[src/rtl/dsi_long_pkt_builder_if.sv]
// Byte-stream link between the DSI long-packet builder and the lane distributor.
// The master presents bytes with sop/eop framing; the slave answers with ready.
interface dsi_long_pkt_builder_if;
    logic [7:0] pkt_byte;
    logic       pkt_valid;
    logic       pkt_ready;
    logic       pkt_sop;
    logic       pkt_eop;

    modport master (
        output pkt_byte,
        output pkt_valid,
        output pkt_sop,
        output pkt_eop,
        input  pkt_ready
    );

    modport slave (
        input  pkt_byte,
        input  pkt_valid,
        input  pkt_sop,
        input  pkt_eop,
        output pkt_ready
    );
endinterface

[src/rtl/dsi_long_pkt_builder.sv]
// Wraps one captured line into a MIPI DSI long packet (header, payload, checksum).
// Define DSI_PKT_CRC_EN to compute the CRC-16 checksum; otherwise both checksum bytes are 8'h00.
module dsi_long_pkt_builder #(
    parameter int          FRAME_LENGTH = 8,
    parameter logic [5:0]  DATA_TYPE    = 6'h3E,
    parameter logic [1:0]  VC           = 2'd0
) (
    input  logic                       pclk,
    input  logic                       rst,
    input  logic [FRAME_LENGTH*24-1:0] payload,
    input  logic [15:0]                WC,
    input  logic                       fifo_done,
    dsi_long_pkt_builder_if.master     pkt,
    output logic                       busy,
    output logic                       overflow,
    output logic                       wc_err
);
    localparam int          MAXB    = FRAME_LENGTH * 3;
    localparam int          IW      = $clog2(MAXB + 1);
    localparam logic [15:0] MAX_WC  = 16'(MAXB);
    localparam logic [IW-1:0] IDX_ONE = IW'(1);
    localparam logic [IW-1:0] IDX_HDR_LAST = IW'(3);

    typedef enum logic [1:0] {ST_IDLE = 2'd0, ST_HDR = 2'd1, ST_PAY = 2'd2, ST_CRC = 2'd3} state_t;

    state_t                     state_r;
    logic [IW-1:0]              idx_r;
    logic [FRAME_LENGTH*24-1:0] data_r;
    logic [15:0]                wc_r;
    logic [7:0]                 byte_r;
    logic                       valid_r, sop_r, eop_r, busy_r, overflow_r, wc_err_r;

    logic          accept_s, last_pay_s;
    logic [15:0]   eff_wc_s, chk_s, chk_next_s;
    logic [IW-1:0] idx_next_s;
    logic [7:0]    pay_next_s, hdr_next_s;

    function automatic logic [7:0] ecc_calc(input logic [23:0] d);
        logic [5:0] p;
        p[0] = d[0]^d[1]^d[2]^d[4]^d[5]^d[7]^d[10]^d[11]^d[13]^d[16]^d[20]^d[21]^d[22]^d[23];
        p[1] = d[0]^d[1]^d[3]^d[4]^d[6]^d[8]^d[10]^d[12]^d[14]^d[17]^d[20]^d[21]^d[22]^d[23];
        p[2] = d[0]^d[2]^d[3]^d[5]^d[6]^d[9]^d[11]^d[12]^d[15]^d[18]^d[20]^d[21]^d[22];
        p[3] = d[1]^d[2]^d[3]^d[7]^d[8]^d[9]^d[13]^d[14]^d[15]^d[19]^d[20]^d[21]^d[23];
        p[4] = d[4]^d[5]^d[6]^d[7]^d[8]^d[9]^d[16]^d[17]^d[18]^d[19]^d[20]^d[22]^d[23];
        p[5] = (^d[19:10])^d[21]^d[22]^d[23];
        return {2'b00, p};
    endfunction

    function automatic logic [7:0] hdr_byte(input logic [1:0] idx, input logic [15:0] wc);
        case (idx)
            2'd1:    return wc[7:0];
            2'd2:    return wc[15:8];
            2'd3:    return ecc_calc({wc, VC, DATA_TYPE});
            default: return {VC, DATA_TYPE};
        endcase
    endfunction

    assign accept_s   = valid_r & pkt.pkt_ready;
    assign eff_wc_s   = (WC > MAX_WC) ? MAX_WC : WC;
    assign idx_next_s = idx_r + IDX_ONE;
    assign last_pay_s = ({{(16-IW){1'b0}}, idx_r} == (wc_r - 16'd1));
    assign hdr_next_s = hdr_byte(idx_next_s[1:0], wc_r);

    // Select the captured payload byte that follows the one currently presented.
    always_comb begin
        pay_next_s = 8'h00;
        for (int k = 0; k < MAXB; k++) begin
            pay_next_s = (idx_next_s == k[IW-1:0]) ? data_r[k*8 +: 8] : pay_next_s;
        end
    end

`ifdef DSI_PKT_CRC_EN
    logic [15:0] crc_r;

    function automatic logic [15:0] crc16_byte(input logic [15:0] crc, input logic [7:0] b);
        logic [15:0] c;
        c = crc ^ {8'h00, b};
        for (int i = 0; i < 8; i++) begin
            c = c[0] ? ((c >> 1) ^ 16'h8408) : (c >> 1);
        end
        return c;
    endfunction

    assign chk_next_s = crc16_byte(crc_r, byte_r);
    assign chk_s      = crc_r;

    // Running checksum over payload bytes as they are accepted downstream.
    always_ff @(posedge pclk or posedge rst) begin
        if (rst) begin
            crc_r <= 16'hFFFF;
        end else if (state_r == ST_IDLE && fifo_done) begin
            crc_r <= 16'hFFFF;
        end else if (state_r == ST_PAY && accept_s) begin
            crc_r <= chk_next_s;
        end else begin
            crc_r <= crc_r;
        end
    end
`else
    assign chk_next_s = 16'h0000;
    assign chk_s      = 16'h0000;
`endif

    // Packet sequencer: every output is loaded with the byte to present after each accept.
    always_ff @(posedge pclk or posedge rst) begin
        if (rst) begin
            state_r    <= ST_IDLE;
            idx_r      <= '0;
            data_r     <= '0;
            wc_r       <= 16'h0000;
            byte_r     <= 8'h00;
            valid_r    <= 1'b0;
            sop_r      <= 1'b0;
            eop_r      <= 1'b0;
            busy_r     <= 1'b0;
            overflow_r <= 1'b0;
            wc_err_r   <= 1'b0;
        end else begin
            if (fifo_done && state_r != ST_IDLE) begin
                overflow_r <= 1'b1;
            end
            case (state_r)
                ST_IDLE: begin
                    if (fifo_done) begin
                        data_r  <= payload;
                        wc_r    <= eff_wc_s;
                        if (WC > MAX_WC) begin
                            wc_err_r <= 1'b1;
                        end
                        state_r <= ST_HDR;
                        idx_r   <= '0;
                        byte_r  <= {VC, DATA_TYPE};
                        valid_r <= 1'b1;
                        sop_r   <= 1'b1;
                        eop_r   <= 1'b0;
                        busy_r  <= 1'b1;
                    end
                end
                ST_HDR: begin
                    if (accept_s) begin
                        sop_r <= 1'b0;
                        idx_r <= (idx_r == IDX_HDR_LAST) ? '0 : idx_next_s;
                        if (idx_r != IDX_HDR_LAST) begin
                            byte_r <= hdr_next_s;
                        end else if (wc_r != 16'h0000) begin
                            state_r <= ST_PAY;
                            byte_r  <= data_r[7:0];
                        end else begin
                            state_r <= ST_CRC;
                            byte_r  <= chk_s[7:0];
                        end
                    end
                end
                ST_PAY: begin
                    if (accept_s) begin
                        if (last_pay_s) begin
                            state_r <= ST_CRC;
                            idx_r   <= '0;
                            byte_r  <= chk_next_s[7:0];
                        end else begin
                            idx_r  <= idx_next_s;
                            byte_r <= pay_next_s;
                        end
                    end
                end
                ST_CRC: begin
                    if (accept_s) begin
                        if (idx_r == '0) begin
                            idx_r  <= IDX_ONE;
                            byte_r <= chk_s[15:8];
                            eop_r  <= 1'b1;
                        end else begin
                            state_r <= ST_IDLE;
                            idx_r   <= '0;
                            byte_r  <= 8'h00;
                            valid_r <= 1'b0;
                            eop_r   <= 1'b0;
                            busy_r  <= 1'b0;
                        end
                    end
                end
                default: begin
                    state_r <= ST_IDLE;
                    idx_r   <= '0;
                    valid_r <= 1'b0;
                    sop_r   <= 1'b0;
                    eop_r   <= 1'b0;
                    busy_r  <= 1'b0;
                end
            endcase
        end
    end

    assign pkt.pkt_byte  = byte_r;
    assign pkt.pkt_valid = valid_r;
    assign pkt.pkt_sop   = sop_r;
    assign pkt.pkt_eop   = eop_r;
    assign busy          = busy_r;
    assign overflow      = overflow_r;
    assign wc_err        = wc_err_r;
endmodule

[src/flat_wrapper.sv]
// flat-port wrapper written by rule: the top's interface ports become plain ports
module dsi_long_pkt_builder_flat 
#(
    parameter int          FRAME_LENGTH = 8,
    parameter logic [5:0]  DATA_TYPE    = 6'h3E,
    parameter logic [1:0]  VC           = 2'd0
)
  (pclk, rst, payload, WC, fifo_done, busy, overflow, wc_err, pkt_pkt_byte, pkt_pkt_valid, pkt_pkt_sop, pkt_pkt_eop, pkt_pkt_ready);
  dsi_long_pkt_builder_if pkt_i ();
  input  logic pclk;
  input  logic rst;
  input  logic [FRAME_LENGTH*24-1:0] payload;
  input  logic [15:0] WC;
  input  logic fifo_done;
  output logic busy;
  output logic overflow;
  output logic wc_err;
  output wire logic [$bits(pkt_i.pkt_byte)-1:0] pkt_pkt_byte;
  output wire logic [$bits(pkt_i.pkt_valid)-1:0] pkt_pkt_valid;
  output wire logic [$bits(pkt_i.pkt_sop)-1:0] pkt_pkt_sop;
  output wire logic [$bits(pkt_i.pkt_eop)-1:0] pkt_pkt_eop;
  input wire logic [$bits(pkt_i.pkt_ready)-1:0] pkt_pkt_ready;
  assign pkt_pkt_byte = pkt_i.pkt_byte;
  assign pkt_pkt_valid = pkt_i.pkt_valid;
  assign pkt_pkt_sop = pkt_i.pkt_sop;
  assign pkt_pkt_eop = pkt_i.pkt_eop;
  assign pkt_i.pkt_ready = pkt_pkt_ready;
  dsi_long_pkt_builder #(.FRAME_LENGTH(FRAME_LENGTH), .DATA_TYPE(DATA_TYPE), .VC(VC)) u_core (.pclk(pclk), .rst(rst), .payload(payload), .WC(WC), .fifo_done(fifo_done), .pkt(pkt_i), .busy(busy), .overflow(overflow), .wc_err(wc_err));
endmodule
[config.mk]
export PLATFORM = sky130hd
export DESIGN_NAME = dsi_long_pkt_builder_flat
export DESIGN_NICKNAME = d
export VERILOG_FILES = /design/src/rtl/dsi_long_pkt_builder_if.sv /design/src/rtl/dsi_long_pkt_builder.sv /design/src/flat_wrapper.sv
export SDC_FILE = /design/constraint.sdc
export NUM_CORES = 1
export LEC_CHECK = 0
export CAP_MARGIN = 10
export CORE_MARGIN = 3
export CORE_UTILIZATION = 43
export CTS_BUF_LIST = sky130_fd_sc_hd__clkbuf_8 sky130_fd_sc_hd__clkbuf_16
export CTS_CLUSTER_SIZE = 40
export DETAILED_ROUTE_END_ITERATION = 10
export PLACE_DENSITY = 0.68
export SYNTH_ARGS = -nofsm -noshare
export SYNTH_HDL_FRONTEND = slang
export SYNTH_SLANG_ARGS = --single-unit
[constraint.sdc]
create_clock -name pclk -period 10.3 [get_ports pclk]
set_clock_uncertainty 0.1 [all_clocks]
set_input_delay 2.06 -clock pclk [delete_from_list [all_inputs] [get_ports pclk]]
set_output_delay 2.06 -clock pclk [all_outputs]
set_load 0.02 [all_outputs]
# After elaboration in Yosys (flattened, before gate mapping)
# Index checks and enable logic that the tools add are counted.
dict set report word_totals {
  regBits 228
  input_bits 212
  output_inout_bits 14
  elab_cells 173
}
dict set report op_classes {
  add_sub_neg 2
  order_cmp 1
  n_eq_ne 39
  muxes 61
  bitwise 44
  n_reduce_logical 16
}
# cell n
set op_table {}
lappend op_table {{8-bit 2-to-1 mux} 31}
lappend op_table {{1-bit bitwise XOR} 41}
lappend op_table {{5-bit by 4-bit equality test with 1-bit output, second input constant} 8}
lappend op_table {{5-bit equality test, second input constant} 8}
lappend op_table {{8-bit one-hot mux with 4 select lines} 1}
lappend op_table {{5-bit 2-to-1 mux} 6}
lappend op_table {{8-bit one-hot mux with 3 select lines} 1}
lappend op_table {{5-bit by 3-bit equality test with 1-bit output, second input constant} 4}
lappend op_table {{5-bit one-hot mux with 4 select lines} 1}
lappend op_table {{5-bit by 16-bit equality test with 1-bit output} 1}
lappend op_table {{16-bit by 5-bit > comparator with 1-bit output, second input constant} 1}
lappend op_table {{16-bit 2-to-1 mux} 1}
lappend op_table {{16-bit nonzero test} 1}
lappend op_table {{16-bit by 1-bit subtractor with 16-bit output, second input constant} 1}
lappend op_table {{5-bit by 2-bit equality test with 1-bit output, second input constant} 3}
lappend op_table {{2-bit 2-to-1 mux} 7}
lappend op_table {{5-bit zero test} 2}
lappend op_table {{10-bit parity} 1}
lappend op_table {{1-bit 2-to-1 mux} 9}
lappend op_table {{3-bit AND reduction} 3}
lappend op_table {{2-bit equality test, second input constant} 4}
lappend op_table {{2-bit by 1-bit inequality test with 1-bit output, second input constant} 4}
lappend op_table {{2-bit one-hot mux with 4 select lines} 1}
lappend op_table {{4-bit AND reduction} 2}
lappend op_table {{13 further kinds} 21}

# Longest topological paths before layout
# Gate-level depths: netlist (run 1).
dict set report logic_depth {
  word_depth 29
  ltp_mapped 13
  ltp_nobuf 10
}

# Worst setup path after synthesis (run 1)
# OpenSTA, ideal clock, no wires.
dict set report synth_path {
  kind {input -> register}
  from {input pkt_pkt_ready}
  to {register u_core.byte_r[7], in the netlist u_core.pkt.pkt_byte[7]}
  setup_ps 139
  arrival_ps 3248
  path_slack_ps 6813
  stages 7
  path_cell_list {nand2_1 > o31ai_1 > and2_1 > clkbuf_1 > o21ai_0 > a2111oi_0 > a211oi_1}
}
dict set report synth_between {
  elab_chain_cells 3
  word_cells_on_any_way 5
}
# item line_no
set synth_rtl {}
lappend synth_rtl {{start: declaration} flat_wrapper.sv:22} ;# input wire logic [$bits(pkt_i.pkt_ready)-1:0] pkt_pkt_ready;
lappend synth_rtl {{1-bit bitwise AND (*)} dsi_long_pkt_builder.sv:58} ;# assign accept_s = valid_r & pkt.pkt_ready;
lappend synth_rtl {{2-bit by 1-bit inequality test with 1-bit output (no source line)} -}
lappend synth_rtl {{4-bit AND reduction (no source line) (*)} -}
lappend synth_rtl {{end signal: assignment} dsi_long_pkt_builder.sv:132} ;# byte_r <= {VC, DATA_TYPE};
lappend synth_rtl {{end signal: assignment} dsi_long_pkt_builder.sv:144} ;# byte_r <= hdr_next_s;
lappend synth_rtl {{end signal: assignment} dsi_long_pkt_builder.sv:147} ;# byte_r <= data_r[7:0];
lappend synth_rtl {{end: declaration} dsi_long_pkt_builder.sv:30} ;# logic [7:0] byte_r;
# Mark *: on every way between the ends. The rest lies on a longest branch, timed or not.
# A chain may end at the register's enable or synchronous reset.

# Final worst setup path (run 1)
dict set report layout_path {
  from {input fifo_done}
  to {register u_core.data_r[121]}
}
dict set report layout_between {
  elab_chain_cells 1
}
# item line_no
set layout_rtl {}
lappend layout_rtl {{start: declaration} flat_wrapper.sv:14} ;# input logic fifo_done;
lappend layout_rtl {{2-bit AND reduction (no source line)} -}
lappend layout_rtl {{end signal: assignment} dsi_long_pkt_builder.sv:125} ;# data_r <= payload;
lappend layout_rtl {{end: declaration} dsi_long_pkt_builder.sv:28} ;# logic [FRAME_LENGTH*24-1:0] data_r;
# No other way between the ends.

==> metrics.md, run 1 <==
| Metric | Value |
|---|---|
| Status | completed |
| Vias | around 11000 |
| Ys async rst share | 100.0% |
| Crit. Startpoint | fifo_done |
| Slew @ Worst Pin | 1101 ps |
| Cell area after synthesis | 0.01185 sq mm |
| Sequential Area | ~0.0057 sq mm |
| Area delta synth->final | 27.62% |
| P_leak | 7.357 nW |
| IO Count | 226 |
| M2 GR Usage | 40.77% |
| Diodes inserted | 0 |
| Syn_nets | 1688 |
| Filler cell count in the final layout | 2503 |
| Synth top area cells | dfrtp_1, nand2_1, a21oi_1 |
| Maximum clock path buffer count | 3 |
| Most used DFF post-synth | dfrtp_1 |
| Final std cells w/o fill | between 1500 and 2000 |
| Global Route met3 Usage | under 10% |
| Crit path time final | 4297 ps |
| TritonCTS Sinks | between 200 and 250 |
| Worst setup SP type | input port |
| Synth warn | 0 |
| Met1 usage | 35.99% |
| Most common cell after layout, fill and taps aside | nand2_1 |
| Overall Global Routing Usage | 24.95% |
| Root buffer cell | clkbuf_16 |
| Area taken by multi-input logic gates | 0.005664 sq mm |
| Buffers on Ports | 225 |
| Slowest stage delay, CP | 930 ps |
| Initial Utilization | 43.84% |
| Synthesized instance count | around 1500 |
| Netlist cell types | just over 70 |
| Worst hold path depth | 1 |
| Antenna violations before repair | 0 |
| Routed WL | about 38 mm |
| Post-synthesis register bit count | 228 |
| Die Area | 0.02958 sq mm |
| Synth area leader | dfrtp_1 |
| H-tree levels | 1 |
| Grt peak-use layer | met2 |
| Headroom to the max-slew limit | 26.61% |
| CP cell instances | clkdlybuf4s50_1 -> nand2_4 -> buf_4 -> nand2_1 -> nand2_1 |
| Slew Viols, Final | 0 |
| Share of cells above drive strength 1 | 4.897% |
| Largest net degree at the start of global routing | between 100 and 150 |
| Nets | 1863 |
| CP endpoint kind | register |
| Crit path max-delay family | buffers and inverters |
| Gr ovfl total | 0 |
| Worst hold path class | register to register |
| Clk pin slew, worst setup/hold paths | approximately 60 ps |
| Vias in the first global route | 10810 |
| CP Max Fanout | 107 |
| Routed Antenna Nets | 0 |
| Fmax achieved | 232.7 MHz |
| Std-Cell Rows | 60 |
| Most frequent CP cell | nand2_1 |
| Critical Path Slowest Stage Cell | buf_4 |
| Worst Hold Slack | 352.8 ps |
| Number of synthesized flops with an enable pin | 0 |
| Syn Area/Cell | 8.116 sq um |
| 1st-pass router iterations | 6 |
| Core Region | 0.02703 sq mm |
| CP required | 10670 ps |
| Vias per Instance | approximately 5.5 |
| Final period util | between 40% and 50% |
| CTS Buf Count | 25 |
| CTS tree | done |
| Wire length per cell | 18.85 microns |
| Data arrival, critical path | ~4700 ps |
| RSZ-0062 raised after global routing | false |
| PostCTS Resize Cnt | 0 |
| Post-CTS Hold Buffers | 0 |
| Hold Crit Endpoint | u_core.overflow$_DFFE_PP0P_ |
| Peak VDD IR | about 85 uV |
| Crit path kind | input port to register |
| Commonest non-fill, non-tap cells in the layout | nand2_1, dfrtp_1, clkdlybuf4s50_1 |
| CP bufs+invs | 2 |
| # Max-Cap Violations | 0 |
| Worst-skew pair later-pin latency | 540 ps |
| First-pass GRT wire length | 58.62 mm |
| Post-synthesis sequential area ratio | 48.15% |
| FF-to-FF End | u_core.pkt.pkt_byte[0]$_DFFE_PP0P_ |
| Setup TNS Final | 0 ps |
| Hold path start | u_core.overflow$_DFFE_PP0P_ |
| Fin. Hold Viols | 0 |
| Cell Pwr Density | around 130 mW/mm^2 |
| Die X | 172 microns |
| Final setup viols | 0 |
| Setup bufs post-CTS | 0 |
| DRC violations left | 0 |
| Chip Height | 172 microns |
| Share of the synthesized area in the top cell type | 48.15% |
| Slack of the worst reg-to-reg path | 6270 ps |
| Reg2reg start | u_core.idx_r[0]$_DFFE_PP0P_ |
| DP Wirelength | 26.45 mm |
| Placer Congestion | 0.8726 |
| Worst Reg2Reg Path Length in Cells | 11 |
| Dpl cells | 1949 |
| Initial DRC count | about 1000 |
==> area by class of cell <==
| cell class | count | area share, % |
|---|---|---|
| clock buffer | 31 | 4.683 |
| clock inverter | 15 | 1.026 |
| inverter | 34 | 0.8936 |
| multi-input combinational | 1111 | 37.46 |
| sequential | 228 | 37.73 |
| tap | 341 | 2.821 |
| timing repair buffer | 235 | 15.39 |
==> state kept, by name, summed over array words and instances, names as in the netlist <==
register,cells
u_core.pkt.pkt_sop,1
u_core.pkt.pkt_byte,8
u_core.pkt.pkt_valid,1
u_core.overflow,1
u_core.data_r,192
u_core.idx_r,5
u_core.pkt.pkt_eop,1
u_core.wc_r,16
u_core.wc_err,1
u_core.state_r,2
==> kinds of logic after synthesis <==
| logic type | after synthesis | share of synthesized area [%] |
|---|---|---|
| simple gates | 764 | 26.22 |
| compound gates | 284 | 16.21 |
| flops | 228 | 48.15 |
| buf+inv | 121 | 4.150 |
| xor+xnor | 43 | 3.242 |
| fa+ha+maj | 16 | 1.690 |
| mux | 4 | 0.3379 |
==> layer usage <==
metal	vias up	share of wire, %	routed length (microns)
met5	-	0	0
met4	0	1.7	652
met3	47	6.9	2577
met2	410	47	17740
met1	5319	44	16640
li1	5213	-	-
==> cell usage after synthesis, types with 3 or more instances <==
cell	count
nand2_1	631
dfrtp_1	228
a21oi_1	73
clkbuf_1	63
nor2_1	50
o21ai_0	50
xnor2_1	35
inv_1	31
o22ai_1	23
ha_1	16
nand3_1	14
o221ai_1	14
a22oi_1	12
and2_1	12
o31ai_1	12
a22o_1	11
buf_2	11
nor3_1	11
o21ai_1	11
nand2b_1	10
a211oi_1	9
a221o_1	9
a221oi_1	9
and3_1	9
buf_1	8
a31oi_1	7
xor2_1	7
nor2b_1	6
o211ai_1	6
a21o_1	5
mux2i_1	4
o21a_1	4
o21ai_2	4
a21boi_1	3
nor4_1	3
==> worst max path at each step <==
stage                                                 to  slack (ps)  cells after the start
final                     u_core.data_r[121]$_DFFE_PP0P_        6000                      5
after global routing      u_core.data_r[121]$_DFFE_PP0P_        5770                      5
after CTS                 u_core.data_r[188]$_DFFE_PP0P_        6070                      5
after detailed placement   u_core.data_r[84]$_DFFE_PP0P_        5530                      5
after global placement    u_core.data_r[148]$_DFFE_PP0P_        5600                      5
after floorplan             u_core.data_r[0]$_DFFE_PP0P_        1890                      1
==> metrics by stage <==
stage | setup WS, ps | power [mW] | utilization [%] | area (sq um)
floorplan | 1892 | 0.9266 | - | 11850
global placement | 5596 | 1.018 | 52.76 | 14260
detailed placement | 5525 | 1.018 | 52.76 | 14260
CTS | 6073 | 1.952 | 55.95 | 15120
global route | 5766 | 1.994 | 55.95 | 15120
finish | 6003 | 1.939 | 55.95 | 15120
==> power by group <==
part           internal (mW)          switching (mW)  leakage [nW]
Combinational         0.0712                  0.0333          3.86
Clock                  0.562                   0.377         0.445
Sequential             0.896  0.00000000000000000849          3.05
Total                   1.53                   0.410          7.36
(Power assumes the default switching activity.)
==> inputs of run 2 (changes only) <==
==> constraint.sdc (replaced) <==
create_clock -name pclk -period 4.13 [get_ports pclk]
set_clock_uncertainty 0.1 [all_clocks]
set_input_delay 0.826 -clock pclk [delete_from_list [all_inputs] [get_ports pclk]]
set_output_delay 0.826 -clock pclk [all_outputs]
set_load 0.02 [all_outputs]
==> metrics.md, run 2 (synthesis results as in run 1) <==
| Metric | Value |
|---|---|
| Status | completed |
| # Max-Cap Violations | 0 |
| 1st-pass router iterations | 8 |
| Die X | 172 microns |
| Gr ovfl total | 0 |
| Commonest non-fill, non-tap cells in the layout | nand2_1, dfrtp_1, clkdlybuf4s50_1 |
| Placed cell areas | between 0.01 and 0.015 sq mm |
| CP Max Fanout | 15 |
| Crit path max-delay family | compound AO/OA/AOI/OAI gates |
| Setup TNS Final | 0 ps |
| Routed Antenna Nets | 0 |
| Placer Congestion | 0.9392 |
| Initial Utilization | 43.84% |
| Reg2reg start | u_core.idx_r[0]$_DFFE_PP0P_ |
| IO Count | around 230 |
| CP endpoint kind | register |
| Slack of the worst reg-to-reg path | 690 ps |
| Setup bufs post-CTS | 0 |
| Most flop-heavy register | u_core.data_r |
| Wire length per cell | 18.88 microns |
| FF-to-FF End | u_core.pkt.pkt_byte[0]$_DFFE_PP0P_ |
| Vias per Instance | approximately 5.5 |
| Final period util | 83.36% |
| Worst hold path class | register to register |
| Maximum clock path buffer count | 3 |
| Worst Reg2Reg Path Length in Cells | 9 |
| Peak VDD IR | 242.3 uV |
| Slew Viols, Final | 0 |
| First-pass GRT wire length | 58.46 mm |
| P_leak | between 7 and 8 nW |
| Routed WL | 37.88 mm |
| Hold path start | u_core.overflow$_DFFE_PP0P_ |
| CTS tree | done |
| CP cell instances | ha_1 -> and4bb_1 -> a41o_1 -> nand2_1 -> o221a_2 -> o21ai_0 -> a21boi_1 -> a211oi_1 -> o21ai_1 |
| Slew @ Worst Pin | ~780 ps |
| Worst-skew pair later-pin latency | 540 ps |
| Headroom to the max-slew limit | 48.18% |
| Final std cells w/o fill | 2006 |
| Antenna violations before repair | 0 |
| TritonCTS Sinks | 228 |
| Nets | 1875 |
| Power Total | 4.858 mW |
| Max reg flops | 192 |
| Vias in the first global route | approximately 11000 |
| Area delta synth->final | 29.12% |
| Root buffer cell | clkbuf_16 |
| Core Region | 0.02703 sq mm |
| Std-Cell Rows | 60 |
| Slowest stage delay, CP | around 550 ps |
| Diodes inserted | 0 |
| Fin util | 56.61% |
| Initial DRC count | 1184 |
| Vias | 11030 |
| RSZ-0062 raised after global routing | false |
| PostCTS Resize Cnt | 0 |
| CTS Buf Count | 25 |
| Clk pin slew, worst setup/hold paths | 60 ps |
| Die Area | 0.02958 sq mm |
| Hold Crit Endpoint | u_core.overflow$_DFFE_PP0P_ |
| Fin. Hold Viols | 0 |
| Most common cell after layout, fill and taps aside | nand2_1 |
| Post-CTS Hold Buffers | 0 |
| Worst hold path depth | 1 |
| CP bufs+invs | 0 |
| Cell Pwr Density | roughly 320 mW/mm^2 |
| DRC violations left | 0 |
| Share of cells above drive strength 1 | 5.586% |
| Worst setup SP type | register |
| Buffers on Ports | between 200 and 250 |
| Chip Height | 172 microns |
| Largest net degree at the start of global routing | just over 100 |
| CP required | 4420 ps |
| Overall Global Routing Usage | 25.14% |
| Crit path kind | register to register |
| Final setup viols | 0 |
| Crit path time final | 3443 ps |
| Design Area, Final | 0.01530 sq mm |
| DP Wirelength | between 20 and 30 mm |
| Critical Path Slowest Stage Cell | dfrtp_1 |
| Dpl cells | 1961 |
| H-tree levels | 1 |
| Data arrival, critical path | 3730 ps |
| Fmax achieved | between 200 and 300 MHz |
==> run 2: routing by layer <==
metal  GRT usage (%)  up-vias  share of wire [%]
met4           8.851        0                4.1
met1           35.28     5231                 43
met5               0        -                  0
met2           39.62      464                 46
li1                -     5230                  -
met3           4.275      101                6.6
==> run 2: layout make-up <==
class                      instances  area [sq um]
clock buffer                      30         694.4
sequential                       228          5705
fill                            2506         11730
clock inverter                    15         185.2
multi-input combinational       1111          5664
tap                              341         426.7
timing repair buffer             247          2492
inverter                          34         131.4
==> run 2: power breakdown <==
part | total (mW) | switching, mW | leakage (nW) | internal, mW
clock network | 2.37 | 0.923 | 0.446 | 1.45
logic | 0.255 | 0.0742 | 3.94 | 0.181
registers | 2.23 | 0.0000000000000000256 | 3.05 | 2.23
total | 4.86 | 0.997 | 7.44 | 3.86
==> run 2: worst max path at each step <==
stage / from / end / slack (ps) / cells after the start
6_report: u_core.idx_r[0]$_DFFE_PP0P_ / u_core.pkt.pkt_byte[0]$_DFFE_PP0P_ / 690 / 9
5_1_grt: u_core.idx_r[0]$_DFFE_PP0P_ / u_core.pkt.pkt_byte[0]$_DFFE_PP0P_ / 400 / 9
3_5_place_dp: u_core.idx_r[0]$_DFFE_PP0P_ / u_core.pkt.pkt_byte[0]$_DFFE_PP0P_ / 790 / 9
4_1_cts: u_core.idx_r[0]$_DFFE_PP0P_ / u_core.pkt.pkt_byte[0]$_DFFE_PP0P_ / 730 / 9
2_1_floorplan: rst / u_core.data_r[0]$_DFFE_PP0P_ / 220 / 1
3_3_place_gp: u_core.idx_r[0]$_DFFE_PP0P_ / u_core.pkt.pkt_byte[0]$_DFFE_PP0P_ / 870 / 9
==> run 2: through the flow <==
stage          hold WS, ps  worst slack (ps)
2_1_floorplan        336.9             224.0
3_3_place_gp         341.0             874.9
3_5_place_dp         349.8             787.8
4_1_cts              366.5             726.1
5_1_grt              384.2             401.4
6_report             368.2             687.0
